`config.mk`:
```
export PLATFORM = sky130hd
export DESIGN_NAME = sha256_msg_pad_flat
export DESIGN_NICKNAME = d
export VERILOG_FILES = /design/src/rtl/sha256_pkg.sv /design/src/rtl/sha256_msg_pad_if.sv /design/src/rtl/sha256_pad_word.sv /design/src/rtl/sha256_msg_pad.sv /design/src/flat_wrapper.sv
export SDC_FILE = /design/constraint.sdc
export NUM_CORES = 1
export LEC_CHECK = 0
export ABC_AREA = 1
export BUFFER_PORTS_ARGS = -buffer_cell sky130_fd_sc_hd__buf_2
export CAP_MARGIN = 20
export CORE_MARGIN = 2
export CORE_UTILIZATION = 45
export CTS_CLUSTER_DIAMETER = 100
export DETAILED_ROUTE_END_ITERATION = 10
export PLACE_DENSITY = 0.69
export SLEW_MARGIN = 10
export SYNTH_ARGS = -nofsm -noshare
export SYNTH_HDL_FRONTEND = slang
export SYNTH_SLANG_ARGS = --single-unit
```
`constraint.sdc`:
```
create_clock -name clk -period 7 [get_ports clk]
set_clock_uncertainty 0.2 [all_clocks]
set_input_delay 0.35 -clock clk [delete_from_list [all_inputs] [get_ports clk]]
set_output_delay 0.35 -clock clk [all_outputs]
set_load 0.03 [all_outputs]
```
`src/rtl/sha256_pkg.sv`:
```
// Shared constants and FSM encoding for the SHA-256 message padder.
package sha256_pkg;

  localparam int SHA256_BLOCK_W = 512;
  localparam int SHA256_WORD_W  = 32;
  localparam logic [31:0] SHA256_PAD_MARKER = 32'h8000_0000;

  typedef enum logic [1:0] {
    ST_FILL      = 2'd0,
    ST_EMIT_DATA = 2'd1,
    ST_EMIT_PAD  = 2'd2,
    ST_EMIT_LAST = 2'd3
  } sha256_state_e;

endpackage

```
`src/rtl/sha256_msg_pad_if.sv`:
```
// Word-in / block-out handshake bundle between the message source, the padder and the round stages.
interface sha256_msg_pad_if;
  import sha256_pkg::*;

  logic                      in_valid;
  logic                      in_ready;
  logic [SHA256_WORD_W-1:0]  in_data;
  logic                      in_last;
  logic [2:0]                in_bytes;
  logic                      out_valid;
  logic                      out_ready;
  logic [SHA256_BLOCK_W-1:0] out_block;
  logic                      out_first;
  logic                      out_last;

  modport master (
    output in_valid, in_data, in_last, in_bytes, out_ready,
    input  in_ready, out_valid, out_block, out_first, out_last
  );

  modport slave (
    input  in_valid, in_data, in_last, in_bytes, out_ready,
    output in_ready, out_valid, out_block, out_first, out_last
  );

endinterface

```
`src/rtl/sha256_pad_word.sv`:
```
// Masks the unused bytes of a message word and appends the 0x80 marker when the word is short.
module sha256_pad_word
  import sha256_pkg::*;
(
  input  logic [SHA256_WORD_W-1:0] data,
  input  logic [2:0]               nbytes,
  output logic [SHA256_WORD_W-1:0] word
);

  // Byte-count driven mask-and-mark
  always_comb begin
    word = data;
    case (nbytes)
      3'd0:    word = SHA256_PAD_MARKER;
      3'd1:    word = {data[31:24], 24'h80_0000};
      3'd2:    word = {data[31:16], 16'h8000};
      3'd3:    word = {data[31:8], 8'h80};
      default: word = data;
    endcase
  end

endmodule

```
`src/rtl/sha256_msg_pad.sv`:
```
// SHA-256 front end: collects big-endian message words, applies FIPS 180-4 padding, emits 512-bit blocks.
module sha256_msg_pad
  import sha256_pkg::*;
(
  input  logic             clk,
  input  logic             rst_n,
  sha256_msg_pad_if.slave  bus
);

  localparam logic [1:0] FILL      = ST_FILL;
  localparam logic [1:0] EMIT_DATA = ST_EMIT_DATA;
  localparam logic [1:0] EMIT_PAD  = ST_EMIT_PAD;
  localparam logic [1:0] EMIT_LAST = ST_EMIT_LAST;

  logic [1:0]  state_r, state_nxt_s;
  logic [3:0]  w_r, w_nxt_s;
  logic [63:0] len_r, len_nxt_s, len_sum_s;
  logic        first_r, first_nxt_s;
  logic        marker_r, marker_nxt_s;
  logic        in_ready_r, out_valid_r, out_last_r;
  logic [4:0]  marker_idx_s;
  logic [31:0] pad_word_s;
  logic [31:0] blk_r   [16];
  logic [31:0] blk_nxt_s [16];
  logic [SHA256_BLOCK_W-1:0] out_block_s;

  sha256_pad_word u_pad_word (
    .data   (bus.in_data),
    .nbytes (bus.in_bytes),
    .word   (pad_word_s)
  );

  // Next-state, counter and block-buffer update
  always_comb begin
    state_nxt_s  = state_r;
    w_nxt_s      = w_r;
    len_nxt_s    = len_r;
    first_nxt_s  = first_r;
    marker_nxt_s = marker_r;
    blk_nxt_s    = blk_r;
    marker_idx_s = 5'd0;
    len_sum_s    = len_r + {58'd0, bus.in_bytes, 3'd0};
    case (state_r)
      FILL: begin
        if (bus.in_valid && in_ready_r) begin
          len_nxt_s      = len_sum_s;
          blk_nxt_s[w_r] = pad_word_s;
          if (!bus.in_last) begin
            if (w_r == 4'd15) begin
              state_nxt_s = EMIT_DATA;
            end else begin
              w_nxt_s = w_r + 4'd1;
            end
          end else begin
            // A full final word pushes the marker one word on; past word 15 it moves to the next block
            if (bus.in_bytes != 3'd4) begin
              marker_idx_s = {1'b0, w_r};
              marker_nxt_s = 1'b1;
            end else begin
              marker_idx_s = {1'b0, w_r} + 5'd1;
              if (w_r != 4'd15) begin
                blk_nxt_s[w_r + 4'd1] = SHA256_PAD_MARKER;
                marker_nxt_s          = 1'b1;
              end else begin
                marker_nxt_s = 1'b0;
              end
            end
            for (int i = 0; i < 16; i++) begin
              if (5'(i) > marker_idx_s) begin
                blk_nxt_s[i] = 32'd0;
              end else begin
                blk_nxt_s[i] = blk_nxt_s[i];
              end
            end
            if (marker_idx_s <= 5'd13) begin
              blk_nxt_s[14] = len_sum_s[63:32];
              blk_nxt_s[15] = len_sum_s[31:0];
              state_nxt_s   = EMIT_LAST;
            end else begin
              state_nxt_s = EMIT_PAD;
            end
          end
        end else begin
          state_nxt_s = FILL;
        end
      end
      EMIT_DATA: begin
        if (bus.out_ready) begin
          state_nxt_s = FILL;
          w_nxt_s     = 4'd0;
          first_nxt_s = 1'b0;
        end else begin
          state_nxt_s = EMIT_DATA;
        end
      end
      EMIT_PAD: begin
        if (bus.out_ready) begin
          for (int i = 0; i < 16; i++) begin
            blk_nxt_s[i] = 32'd0;
          end
          blk_nxt_s[0]  = marker_r ? 32'd0 : SHA256_PAD_MARKER;
          blk_nxt_s[14] = len_r[63:32];
          blk_nxt_s[15] = len_r[31:0];
          state_nxt_s   = EMIT_LAST;
          first_nxt_s   = 1'b0;
        end else begin
          state_nxt_s = EMIT_PAD;
        end
      end
      EMIT_LAST: begin
        if (bus.out_ready) begin
          state_nxt_s = FILL;
          w_nxt_s     = 4'd0;
          len_nxt_s   = 64'd0;
          first_nxt_s = 1'b1;
        end else begin
          state_nxt_s = EMIT_LAST;
        end
      end
      default: begin
        state_nxt_s = FILL;
        w_nxt_s     = 4'd0;
        len_nxt_s   = 64'd0;
      end
    endcase
  end

  // State registers; handshake outputs are registered copies of the next-state decode
  always_ff @(posedge clk or negedge rst_n) begin
    if (!rst_n) begin
      state_r     <= FILL;
      w_r         <= 4'd0;
      len_r       <= 64'd0;
      first_r     <= 1'b1;
      marker_r    <= 1'b0;
      in_ready_r  <= 1'b0;
      out_valid_r <= 1'b0;
      out_last_r  <= 1'b0;
      for (int i = 0; i < 16; i++) begin
        blk_r[i] <= 32'd0;
      end
    end else begin
      state_r     <= state_nxt_s;
      w_r         <= w_nxt_s;
      len_r       <= len_nxt_s;
      first_r     <= first_nxt_s;
      marker_r    <= marker_nxt_s;
      in_ready_r  <= (state_nxt_s == FILL);
      out_valid_r <= (state_nxt_s != FILL);
      out_last_r  <= (state_nxt_s == EMIT_LAST);
      blk_r       <= blk_nxt_s;
    end
  end

  // Word 0 lands in the top 32 bits of the block
  always_comb begin
    out_block_s = '0;
    for (int i = 0; i < 16; i++) begin
      out_block_s[511 - 32*i -: 32] = blk_r[i];
    end
  end

  assign bus.in_ready  = in_ready_r;
  assign bus.out_valid = out_valid_r;
  assign bus.out_block = out_block_s;
  assign bus.out_first = first_r;
  assign bus.out_last  = out_last_r;

endmodule

```
`src/flat_wrapper.sv`:
```
// flat-port wrapper written by rule: the top's interface ports become plain ports
module sha256_msg_pad_flat import sha256_pkg::*;
  (clk, rst_n, bus_in_valid, bus_in_data, bus_in_last, bus_in_bytes, bus_out_ready, bus_in_ready, bus_out_valid, bus_out_block, bus_out_first, bus_out_last);
  sha256_msg_pad_if bus_i ();
  input  logic clk;
  input  logic rst_n;
  input wire logic [$bits(bus_i.in_valid)-1:0] bus_in_valid;
  input wire logic [$bits(bus_i.in_data)-1:0] bus_in_data;
  input wire logic [$bits(bus_i.in_last)-1:0] bus_in_last;
  input wire logic [$bits(bus_i.in_bytes)-1:0] bus_in_bytes;
  input wire logic [$bits(bus_i.out_ready)-1:0] bus_out_ready;
  output wire logic [$bits(bus_i.in_ready)-1:0] bus_in_ready;
  output wire logic [$bits(bus_i.out_valid)-1:0] bus_out_valid;
  output wire logic [$bits(bus_i.out_block)-1:0] bus_out_block;
  output wire logic [$bits(bus_i.out_first)-1:0] bus_out_first;
  output wire logic [$bits(bus_i.out_last)-1:0] bus_out_last;
  assign bus_i.in_valid = bus_in_valid;
  assign bus_i.in_data = bus_in_data;
  assign bus_i.in_last = bus_in_last;
  assign bus_i.in_bytes = bus_in_bytes;
  assign bus_i.out_ready = bus_out_ready;
  assign bus_in_ready = bus_i.in_ready;
  assign bus_out_valid = bus_i.out_valid;
  assign bus_out_block = bus_i.out_block;
  assign bus_out_first = bus_i.out_first;
  assign bus_out_last = bus_i.out_last;
  sha256_msg_pad u_core (.clk(clk), .rst_n(rst_n), .bus(bus_i));
endmodule
```
==> impl.org <==
** Setup path
- STA classifies the critical path startpoint as a flip-flop.
- Setup slack on the worst reg-to-reg path comes out at roughly 2.7 ns.
- By instance count, the cell type seen most on the critical path is nand2_1.
- Series of cell instances along the critical path :: inv_1, ha_2, nand2_1, o21ai_0, nand2_4, inv_2, buf_4, o21ai_2, buf_4, nand2_1, nand2_1
- For the worst setup path, the data arrival time is between 4 and 5 ns.
- CP Data Required Time :: approximately 7.3 ns
- In this run the worst path has a maximum fanout of 67.
- R2R cell count :: 11
- STA classifies the critical path endpoint as a flip-flop.
- Startpoint of the most critical register-to-register path :: u_core.state_r[0]
- The worst register-to-register path ends at u_core.bus.out_block[344].
- Delay of the slowest cell on the worst path :: around 0.79 ns
- Slowest-stage cell, CP :: inv_2
- The critical path in this run is classified as flip-flop to flip-flop.

** Global route
- After global routing the overflow that remains totals 0.
- The number of antenna violations at the first check in global routing was 4.
- First-pass GRT wire length :: 183000 um
- In the global route stage, overall resource usage came out at approximately 35%.
- Pin count of the biggest net entering global routing :: 167
- The via count of the first global-routing pass is ~28k.

** Synth
- After technology mapping, the gate count stands at slightly above 4k.
- By count the netlist is led by 1487 x nand2_1, 678 x o21ai_0, 583 x dfrtp_1.
- Counting flops and latches in the post-synthesis netlist gives between 500 and 600.
- Post-synth top area share :: between 40% and 50%
- Sequential area share after synthesis :: 47.9%
- Number of nets in the synthesized netlist :: between 4k and 5k
- Primary flip-flop cell chosen by synthesis mapping :: dfrtp_1
- Cell type with the highest aggregate area in the netlist :: dfrtp_1
- Most repeated cell in the gate-level netlist after synthesis :: nand2_1
- Average instance area after synthesis :: 7.39 um^2
- Sorting the synthesized cells by area gives the leading types as dfrtp_1 48%, nand2_1 18%, o21ai_0 11%, inv_1 3.0%, nor2_1 2.6%.
- Number of different library cells in the post-synthesis netlist :: 46
- Yosys warning count :: 0
- Async set or reset register ratio after synthesis :: 100%
- Post-synth EDFFs :: 0
- Mapped cell area :: between 30000 and 40000 um^2

** Timing
- The number of pins with negative max-slew slack in the final report came to 0.
- Based on the critical path, the design can be clocked at up to approximately 230 MHz.
- Final count of hold timing violations :: 0
- Post-route fraction of the period consumed by the critical path :: about three fifths
- Relative slew slack :: a little over a fifth
- Actual transition at the worst max-transition pin :: 1.18 ns
- Total setup violations reported at the end of the flow :: 0
- Setup repair after global routing left no endpoint under its margin.
- The routed design could run at a clock period as short as 4.27 ns.
- Aggregate negative setup slack :: 0 ns

** Routing
- Post-Route M1 WL :: a little over 50000 um
- The first TritonRoute pass finished after 7 iterations.
- Once detail routing completed, the nets flagged for antenna violations numbered 0.
- After the first detailed-routing iteration, the DRC count stood at roughly 3.8k.
- Drt total wl :: 123000 um
- In the final routed layout, each cell accounts on average for 22.5 um.
- The detailed router placed 30.8k vias in this run.
- The detailed router used layers up to and including met5.
- After detailed routing, the met3 layer carries 11000 um of wire.
- In the routed design, unresolved DRC markers number 0.
- Via density per instance :: about 5.6
- Detailed route wirelength on metal2 :: roughly 56000 um

** Floorplan
- The floorplan has 95 rows.
- Die X :: 264 um
- Initial cell density of the core :: around 45%
- Die area :: ~70000 um^2
- between 500 and 600 I/O pins were placed.
- Height of the chip :: approximately 260 um
- Area of the placeable core :: 67200 um^2

** Outcome
- Result of the run :: finished clean

** Clock tree
- The tree built by TritonCTS fans out to roughly 580 sinks.
- Number of levels the H-tree was split into :: 3
- TritonCTS built the clock tree.
- Buffers added to address setup during post-CTS repair amount to 0.
- CTS placed an instance of clkbuf_16 at the clock tree root.
- After clock tree synthesis, the clock-pin slew on the worst setup and hold paths is approximately 0.060 ns.
- Later-pin clock latency in the skew report :: ~0.63 ns
- The number of clock buffers added by TritonCTS is 68.
- The clock passes through at most 3 buffers.

** Pwr
- Dividing total power by cell area gives a power density of between 400 and 500 nW/um^2.
- Static power due to leakage :: approximately 18 nW
- IR analysis of the VDD net gives a maximum drop of roughly 0.38 mV.

** Min path
- Counting instances, the worst hold path has a depth of 4.
- The tightest min-delay check is of the primary input to flip-flop type.
- For hold timing, the worst endpoint is u_core.len_r[3].
- The startpoint identified for the worst hold timing path is bus_in_bytes[0].

** Flow run
- The tool flagged a number of max-cap violations equal to 0.

** Placed design
- Global placement routability congestion :: roughly 1.0
- Once detailed placement completed, the half-perimeter wirelength came to approximately 80000 um.
- Number of buffer cells added on primary ports :: 555
- The number of placed instances, taps included, is 5353.

** Final layout
- Net total in the final layout :: 4622
- The area growth from synthesis to layout is 19.7%.
- The finished layout holds 5494 standard cells, fillers aside.
- The post-route netlist has 18.0% of its cells at a drive strength greater than 1.
stage by stage:
step	util, %	setup WS [ns]	hold WS [ns]	cell area [um^2]	total power, mW
after floorplan	-	4.63	-0.146	30500	10.1
after global placement	50.5	2.85	0.122	33900	12.4
after detailed placement	50.5	2.72	0.119	33900	12.5
after CTS	54.1	2.69	0.0138	36300	16.3
after global routing	54.4	2.42	0.0849	36500	17.3
final	54.4	2.73	0.0406	36500	16.4
repair_timing:
item | CTS | global route
endpoints found under the hold margin | 61 | 0
resized for setup | 0 | 0
hold buffers | 9 | 0
setup endpoints to repair | 0 | 0
per-layer routing:
metal  vias to the layer above  GRT usage [%]
li1                      14300              -
met1                     14600           46.4
met2                      1529           53.5
met3                       291           6.74
met4                         2           17.1
met5                         -              0
worst max-delay path by stage:
stage	from	end	cells after the start	slack [ns]
5_1_grt	u_core.state_r[0]	u_core.bus.out_block[323]	11	2.42
2_1_floorplan	bus_in_bytes[0]	u_core.bus.out_block[35]	16	4.63
4_1_cts	u_core.state_r[0]	u_core.bus.out_block[344]	11	2.69
3_5_place_dp	u_core.state_r[0]	u_core.bus.out_block[324]	11	2.72
3_3_place_gp	u_core.state_r[0]	u_core.bus.out_block[338]	11	2.85
6_report	u_core.state_r[0]	u_core.bus.out_block[344]	11	2.73
registers in the layout (all words and copies together), names as in the netlist:
signal,count
u_core.bus.out_valid,1
u_core.bus.in_ready,1
u_core.bus.out_first,1
u_core.marker_r,1
u_core.len_r,61
u_core.bus.out_last,1
u_core.state_r,2
u_core.bus.out_block,512
u_core.w_r,4
power breakdown:
part	total, mW	leakage [nW]	switching (mW)	internal, mW
combinational	7.77	8.67	5.77	2.01
clock	3.69	1.13	1.56	2.13
sequential	4.93	7.93	0.699	4.23
total	16.4	17.7	8.02	8.37
layout by cell type (no fill, tap or decap), types with 42 or more instances in the layout:
| master | n |
|---|---|
| a21oi_1 | 113 |
| o21ai_1 | 123 |
| buf_4 | 61 |
| xor2_1 | 42 |
| nand3_1 | 93 |
| nor2_1 | 203 |
| clkbuf_16 | 68 |
| o21ai_0 | 678 |
| inv_1 | 244 |
| nand2_1 | 1486 |
| o22ai_1 | 47 |
| dfrtp_1 | 583 |
| buf_2 | 554 |
critical path, delay by kind of cell, from the launching register on:
| family | cells | cell delay, ns |
|---|---|---|
| AOI/OAI and AO/OA | 2 | 0.26 |
| and+or+nand+nor | 4 | 0.82 |
| buffers and inverters | 4 | 1.70 |
| adders and majority gates | 1 | 0.69 |
| DFF | 1 | 0.42 |
area by class of cell:
cell class              count  area (um^2)
diodes                      3         7.51
clock buffers              94         1960
clock inverters            27          333
fillers                  6362        30600
inverters                 265          995
multi-input cells        3010        13900
flip-flops and latches    584        14600
well taps                 873         1090
repair buffers            638         3630
kinds of logic (layout without fill, tap and decap cells):
kind of cell,Yosys count,count (layout),synth area share [%]
AO/OA/AOI/OAI,1076,1076,19.0
flip-flops,584,584,47.9
buffers and inverters,534,1024,6.98
multiplexers,4,4,0.131
AND/OR/NAND/NOR,1873,1873,24.1
XOR/XNOR,42,42,1.21
adder cells (fa/ha/maj),15,15,0.640
other,0,3,0
Power figures use the tool's default switching activity.
